`src/rtl/rv32i_types.sv`:
```
// ============================================================================
// Module      : rv32i_types (package)
// Description : Shared types and helpers for the global history register.
// Revision    : 1.0 - initial release
// ============================================================================
`default_nettype none

package rv32i_types;

    localparam int GHR_HIST_MAX = 32;
    localparam int GHR_NUM_CKPT = 8;
    localparam int GHR_TAG_W    = $clog2(GHR_NUM_CKPT);

    typedef logic [GHR_TAG_W-1:0] ghr_tag_t;

    // Callers pass histories zero-extended to GHR_HIST_MAX and truncate the
    // result back to their own length, which discards the old MSB.
    function automatic logic [GHR_HIST_MAX-1:0] ghr_shift(
        input logic [GHR_HIST_MAX-1:0] hist,
        input logic                    taken
    );
        return (hist << 1) | GHR_HIST_MAX'(taken);
    endfunction

endpackage

`default_nettype wire

```
`src/rtl/ghr_ckpt_buf.sv`:
```
// ============================================================================
// Module      : ghr_ckpt_buf
// Description : Per-branch history checkpoints plus head/tail/count tracking.
// Revision    : 1.0 - initial release
// ============================================================================
`default_nettype none

module ghr_ckpt_buf #(
    parameter int DEPTH    = 4,
    parameter int NUM_CKPT = 8,
    parameter int TAG_W    = $clog2(NUM_CKPT)
) (
    input  logic             clk,
    input  logic             rst,
    input  logic             wr_en,
    input  logic [DEPTH-1:0] wr_data,
    input  logic [TAG_W-1:0] rd_tag,
    output logic [DEPTH-1:0] rd_data,
    input  logic             rec_en,
    input  logic             commit_en,
    input  logic             flush,
    output logic [TAG_W-1:0] head,
    output logic [TAG_W-1:0] tail,
    output logic [TAG_W:0]   count,
    output logic             empty,
    output logic             ready
);

    localparam int CNT_W = TAG_W + 1;

    logic [DEPTH-1:0] r_ckpt [NUM_CKPT];
    logic [TAG_W-1:0] r_head;
    logic [TAG_W-1:0] r_tail;
    logic [CNT_W-1:0] r_count;
    logic [TAG_W-1:0] w_head_next;
    logic [CNT_W-1:0] w_rec_count;

    always_ff @(posedge clk) begin
        if (wr_en) begin
            r_ckpt[r_tail] <= wr_data;
        end
    end

    assign rd_data     = r_ckpt[rd_tag];
    assign w_head_next = r_head + TAG_W'(commit_en);
    // Recovered branch itself stays in flight, hence the +1.
    assign w_rec_count = {1'b0, rd_tag - r_head} + CNT_W'(1) - CNT_W'(commit_en);

    always_ff @(posedge clk) begin
        if (rst) begin
            r_head  <= '0;
            r_tail  <= '0;
            r_count <= '0;
        end else begin
            r_head <= w_head_next;
            if (flush) begin
                r_tail  <= w_head_next;
                r_count <= '0;
            end else if (rec_en) begin
                r_tail  <= rd_tag + TAG_W'(1);
                r_count <= w_rec_count;
            end else begin
                r_tail  <= r_tail + TAG_W'(wr_en);
                r_count <= r_count + CNT_W'(wr_en) - CNT_W'(commit_en);
            end
        end
    end

    assign head  = r_head;
    assign tail  = r_tail;
    assign count = r_count;
    assign empty = (r_count == '0);
    assign ready = (r_count < CNT_W'(NUM_CKPT));

endmodule

`default_nettype wire

```
`src/rtl/ghr_spec.sv`:
```
// ============================================================================
// Module      : ghr_spec
// Description : Speculative global history register with checkpointed
//               misprediction recovery and a committed architectural copy.
// Revision    : 1.0 - initial release
// ============================================================================
`default_nettype none

module ghr_spec
    import rv32i_types::*;
#(
    parameter int DEPTH    = 4,
    parameter int NUM_CKPT = 8,
    parameter int TAG_W    = $clog2(NUM_CKPT)
) (
    input  logic             clk,
    input  logic             rst,
    input  logic             pred_valid,
    input  logic             pred_taken,
    output logic             pred_ready,
    output logic [TAG_W-1:0] pred_tag,
    input  logic             recover_valid,
    input  logic [TAG_W-1:0] recover_tag,
    input  logic             recover_taken,
    input  logic             commit_valid,
    input  logic             commit_taken,
    input  logic             flush,
    output logic [DEPTH-1:0] spec_hist,
    output logic [DEPTH-1:0] arch_hist,
    output logic [TAG_W:0]   count,
    output logic             empty
);

    localparam int CNT_W = TAG_W + 1;

    logic [DEPTH-1:0] r_spec;
    logic [DEPTH-1:0] r_arch;
    logic [DEPTH-1:0] w_spec_next;
    logic [DEPTH-1:0] w_arch_next;
    logic [DEPTH-1:0] w_ckpt_rd;
    logic [TAG_W-1:0] w_head;
    logic [TAG_W-1:0] w_tail;
    logic [TAG_W-1:0] w_rec_off;
    logic             w_accept;
    logic             w_recover;
    logic             w_commit;

    assign w_accept  = pred_valid && pred_ready && !flush && !recover_valid;
    assign w_recover = recover_valid && !flush;
    assign w_commit  = commit_valid && !empty;

    ghr_ckpt_buf #(
        .DEPTH    (DEPTH),
        .NUM_CKPT (NUM_CKPT),
        .TAG_W    (TAG_W)
    ) u_ckpt_buf (
        .clk       (clk),
        .rst       (rst),
        .wr_en     (w_accept),
        .wr_data   (r_spec),
        .rd_tag    (recover_tag),
        .rd_data   (w_ckpt_rd),
        .rec_en    (w_recover),
        .commit_en (w_commit),
        .flush     (flush),
        .head      (w_head),
        .tail      (w_tail),
        .count     (count),
        .empty     (empty),
        .ready     (pred_ready)
    );

    assign w_arch_next = w_commit ? DEPTH'(ghr_shift(GHR_HIST_MAX'(r_arch), commit_taken))
                                  : r_arch;

    always_comb begin
        w_spec_next = r_spec;
        if (rst) begin
            w_spec_next = '1;
        end else if (flush) begin
            w_spec_next = w_arch_next;
        end else if (w_recover) begin
            w_spec_next = DEPTH'(ghr_shift(GHR_HIST_MAX'(w_ckpt_rd), recover_taken));
        end else if (w_accept) begin
            w_spec_next = DEPTH'(ghr_shift(GHR_HIST_MAX'(r_spec), pred_taken));
        end
    end

    always_ff @(posedge clk) begin
        r_spec <= w_spec_next;
        if (rst) begin
            r_arch <= '1;
        end else begin
            r_arch <= w_arch_next;
        end
    end

    // Fetch consumes the post-update history in the same cycle.
    assign spec_hist = w_spec_next;
    assign arch_hist = r_arch;
    assign pred_tag  = w_tail;
    assign w_rec_off = recover_tag - w_head;

    a_rec_in_flight : assert property (@(posedge clk) disable iff (rst)
        w_recover |-> ({1'b0, w_rec_off} < count));
    a_commit_not_empty : assert property (@(posedge clk) disable iff (rst)
        commit_valid |-> !empty);
    a_count_bound : assert property (@(posedge clk) disable iff (rst)
        count <= CNT_W'(NUM_CKPT));

endmodule

`default_nettype wire

```
`config.mk`:
```
export PLATFORM = sky130hd
export DESIGN_NAME = ghr_spec
export DESIGN_NICKNAME = d
export VERILOG_FILES = /design/src/rtl/rv32i_types.sv /design/src/rtl/ghr_ckpt_buf.sv /design/src/rtl/ghr_spec.sv
export SDC_FILE = /design/constraint.sdc
export NUM_CORES = 1
export LEC_CHECK = 0
export ABC_AREA = 1
export CELL_PAD_IN_SITES_DETAIL_PLACEMENT = 1
export CELL_PAD_IN_SITES_GLOBAL_PLACEMENT = 1
export CORE_MARGIN = 2
export CORE_UTILIZATION = 46
export DETAILED_ROUTE_END_ITERATION = 6
export MAX_ROUTING_LAYER = met4
export PLACE_DENSITY_LB_ADDON = 0.05
export REMOVE_ABC_BUFFERS = 1
export SETUP_SLACK_MARGIN = 0.15
export SYNTH_ARGS = -nofsm -noshare
export SYNTH_HDL_FRONTEND = slang
export SYNTH_HIERARCHICAL = 1
export SYNTH_SLANG_ARGS = --single-unit
```
`constraint.sdc`:
```
create_clock -name clk -period 4.9 [get_ports clk]
set_clock_uncertainty 0.05 [all_clocks]
set_input_delay 1.225 -clock clk [delete_from_list [all_inputs] [get_ports clk]]
set_output_delay 1.225 -clock clk [all_outputs]
set_load 0.02 [all_outputs]
```
Yosys cells after proc, flatten, opt, wreduce, memory -nomap -nowiden
Memory sizes are Yosys's and may differ from the RTL's.
Cells that the tools add are included.
Widths: inputs -> output; s select.
{"block": "classes", "reduce_logical": 10, "n_mux": 10, "addsub": 8, "magnitude_cmp": 1, "bitwise_logic": 3}
{"cell": "$mux 4", "count": 6}
{"cell": "$or 4x1->4", "count": 3}
{"cell": "$sub 4x1->4", "count": 2}
{"cell": "$add 3x1->3", "count": 2}
{"cell": "$mux 3", "count": 2}
{"cell": "$logic_and 1x1->1", "count": 5}
{"cell": "$add 3x1->4 const B", "count": 1}
{"cell": "$add 4x1->4", "count": 1}
{"cell": "$logic_not 4->1", "count": 1}
{"cell": "$lt 4x4->1 const B", "count": 1}
{"cell": "$add 3x1->3 const B", "count": 1}
{"cell": "$logic_not 1->1", "count": 3}
{"cell": "$sub 3x3->3", "count": 1}
{"cell": "$mux 1", "count": 2}
{"cell": "$reduce_or 2->1", "count": 1}
{"block": "totals", "ff_bits": 18, "output_inout_bits": 17, "ram_bits": 32, "mem_count": 1, "in_bits": 12, "wordCells": 38}
{"memory": "u_ckpt_buf.r_ckpt", "depth": 8, "width": 4, "read_ports": 1, "rd_ports_with_merged_regs": 0, "wr": 1, "line": "ghr_ckpt_buf.sv:31", "rtl": "logic [DEPTH-1:0] r_ckpt [NUM_CKPT];"}

Longest topological paths before layout
{"block": "depth", "word_depth": 8, "mapped_depth": 15, "depth_no_buf": 15}

Modules after synthesis
Netlist, hierarchy kept.
{"mod": "ghr_ckpt_buf", "area_each_um2": 2079.5, "seq_area_each_um2": 1161.1, "n_inst": 1, "cells_per_inst": 212}
{"mod": "ghr_spec", "area_each_um2": 417.9, "seq_area_each_um2": 160.2, "n_inst": 1, "cells_per_inst": 60}

Worst setup path before layout
Ideal clock, no wire load.
{"block": "synth_timing", "kind": "in2out", "from": "in recover_tag[0]", "to": "out spec_hist[3]", "cell_stages": 10, "path_slack_ps": 1615, "path_buffers": 2, "t_arrival_ps": 2010, "path_cell_list": "buf_6 buf_8 nor2_1 nor2_1 o21ai_1 nand2_1 nand2_1 nand2_1 nand2_1 nand3_2"}
{"block": "synth_between", "elab_chain_cells": 5}
{"element": "from (decl)", "line": "ghr_spec.sv:23", "rtl": "input logic [TAG_W-1:0] recover_tag,"}
{"element": "$mem_v2 8x4"}
{"element": "via w_ckpt_rd[2]", "line": "ghr_spec.sv:40", "rtl": "logic [DEPTH-1:0] w_ckpt_rd;"}
{"element": "$or 4x1->4", "line": "rv32i_types.sv:22", "rtl": "return (hist << 1) | GHR_HIST_MAX'(taken);"}
{"element": "$mux 4", "line": "ghr_spec.sv:82", "rtl": "end else if (w_recover) begin"}
{"element": "$mux 4", "line": "ghr_spec.sv:80", "rtl": "end else if (flush) begin"}
{"element": "$mux 4", "line": "ghr_spec.sv:78", "rtl": "if (rst) begin"}
{"element": "to (decl)", "line": "ghr_spec.sv:28", "rtl": "output logic [DEPTH-1:0] spec_hist,"}
The timed path passes the listed nets, and every way through them passes these cells.

Worst setup path in the final report
Same ends and word-level chain as after synthesis.

==> flow_summary.toml <==
[global_routing]
overflow = 0
grtUsageMet3_pct = 4.56
grt_pass1_vias = 1725
grt_max_degree = 16
grt_pass1_wl_um = 8390
grt_util_all_layers_pct = 21.5
met2_usage_pct = 33.7
busiest_layer = "met2"
grt_use_met1_pct = 27.9
antenna_found_initial = 0

[layout]
multi_input_area_um2 = 930
seq_area_um2 = 1080
layout-drive-gt1-share_pct = 8.16
n_fill_cell = 555
syn_to_final_growth_pct = 18.1
design_area_um2 = 2580
nets = 309
num_antenna_cells = 0
fin_util_pct = 55.5

[clocking]
clk_latency_ps = 300
cts-root-buf = "clkbuf_8"
post_cts_resized = 0
clock_sinks = 42
cts_tree = "yes"
path_clk_slew_ps = 80
hold_buffers = 0
cts_buffer_depth = 2
htreeDepth = 2
cts_made_buffers = 5
postCtsSetupBuffers = 0

[synth]
syn_area_um2 = 2190
ys_warn_count = 6
postSynthCellCount = 247
synth.avg_cell_area_um2 = 8.86

[timing]
period_needed_ps = 4430
timing.final.ws_setup_ps = 473
slew_violations = 0
fin_crit_sh_pct = 90.3
hold_violations = 0
worst_pin_slew_ps = 353
fmax_mhz = 226
setup_viol = 0
tns_ps = 0
slew_headroom_pct = 76.4
grt_setup_unrepaired = "no"

[setup_path]
crit_required_ps = 3620
cp_max_fo = 15
startpoint_type = "primary input"
arrival_ps = 3150
worstSetupPathType = "primary input to primary output"
cp-startpoint = "recover_tag[0]"
crit_path_end_kind = "primary output"
r2r_setup_slack_ps = 2230
r2r_start = "u_ckpt_buf/count[3]$_SDFF_PP0_"

[power_and_ir_drop]
p_leak_nw = 1.13
total_power_mw = 0.850
ir_worst_vdd_v = 0.000162
p_per_area_nw_per_um2 = 329

[floorplanning]
die_y_um = 73.0
rows = 25
start_util_pct = 47.0
dieWidth_um = 73.0
core_area_um2 = 4660
io_pins = 29
die-area_um2 = 5330

[route]
wl_per_cell_um = 14.9
drc_errors = 0
vias = 1719
routed_wl_um = 5010
drt-pass1-iter-count = 4
drtAntennaViolNets = 0
viasPerCell = 5.12
drt_iter0_markers = 120

[place]
dp_hpwl_um = 3860
dpl_cell_area_um2 = 2500
gp_congestion = 0.757
pre_cts_ws_ps = 476
port_buffers = 28

[worst_hold_path]
hold_path.class = "flop to flop"
min_from = "arch_hist[3]$_SDFF_PP1_"

[job]
drv_cap = 0

[status]
status = "complete, no violations"
-- final cells by class --
class                           instances  share of cell area, %
Inverter                               30                   4.55
Multi-Input combinational cell        171                   36.0
Sequential cell                        42                   41.8
Clock buffer                            6                   2.81
Clock inverter                          2                  0.532
Timing Repair Buffer                   31                   11.7
Tap cell                               54                   2.61
-- power breakdown --
| group | switching [mW] | internal [mW] | total, mW |
|---|---|---|---|
| clock network | 0.121 | 0.101 | 0.221 |
| registers | 0.0219 | 0.398 | 0.420 |
| logic | 0.118 | 0.0907 | 0.209 |
| total | 0.260 | 0.589 | 0.850 |
-- placed cells by master (no fill, tap or decap), types with 7 or more instances in the layout --
master,count
dfxtp_1,18
clkdlybuf4s50_1,28
o21ai_1,7
nand2_1,58
nand3_1,17
ha_1,14
inv_1,26
edfxtp_1,24
o21ai_0,10
nor2_1,42
-- layer usage --
layer	vias up	share of wire, %	routed length [um]
met2	33	47	2360
met3	8	4.7	235
met1	817	47	2340
met5	-	0	0
li1	861	-	-
met4	0	1.4	72
-- worst paths after layout --
check                                    to  cells after the start
max reg2reg  u_ckpt_buf/count[2]$_SDFF_PP0_                     14
min                 arch_hist[3]$_SDFF_PP1_                      2
max                            spec_hist[3]                     11
min reg2reg         arch_hist[3]$_SDFF_PP1_                      2
-- flip-flops by register name, summed over array words and instances, names as in the netlist --
name               count
u_ckpt_buf/count       4
u_ckpt_buf/head        3
u_ckpt_buf/tail        3
u_ckpt_buf/r_ckpt     24
r_spec                 4
arch_hist              4
-- metrics by stage --
stage,cells,hold WS (ps)
detailed placement,328,444
CTS,336,464
finish,336,457
floorplan,243,455
global route,336,496
global placement,328,459
-- worst max-delay path: stages --
cell	delay, ps
clkdlybuf4s50_1	460
buf_4	220
nor2_1	80
nor2_1	120
o21ai_0	110
nand2_1	80
nand2_1	50
nand2_1	70
nand2_1	60
nand3_2	90
clkdlybuf4s50_1	590
No activity file was read; power rests on OpenSTA's default activity.
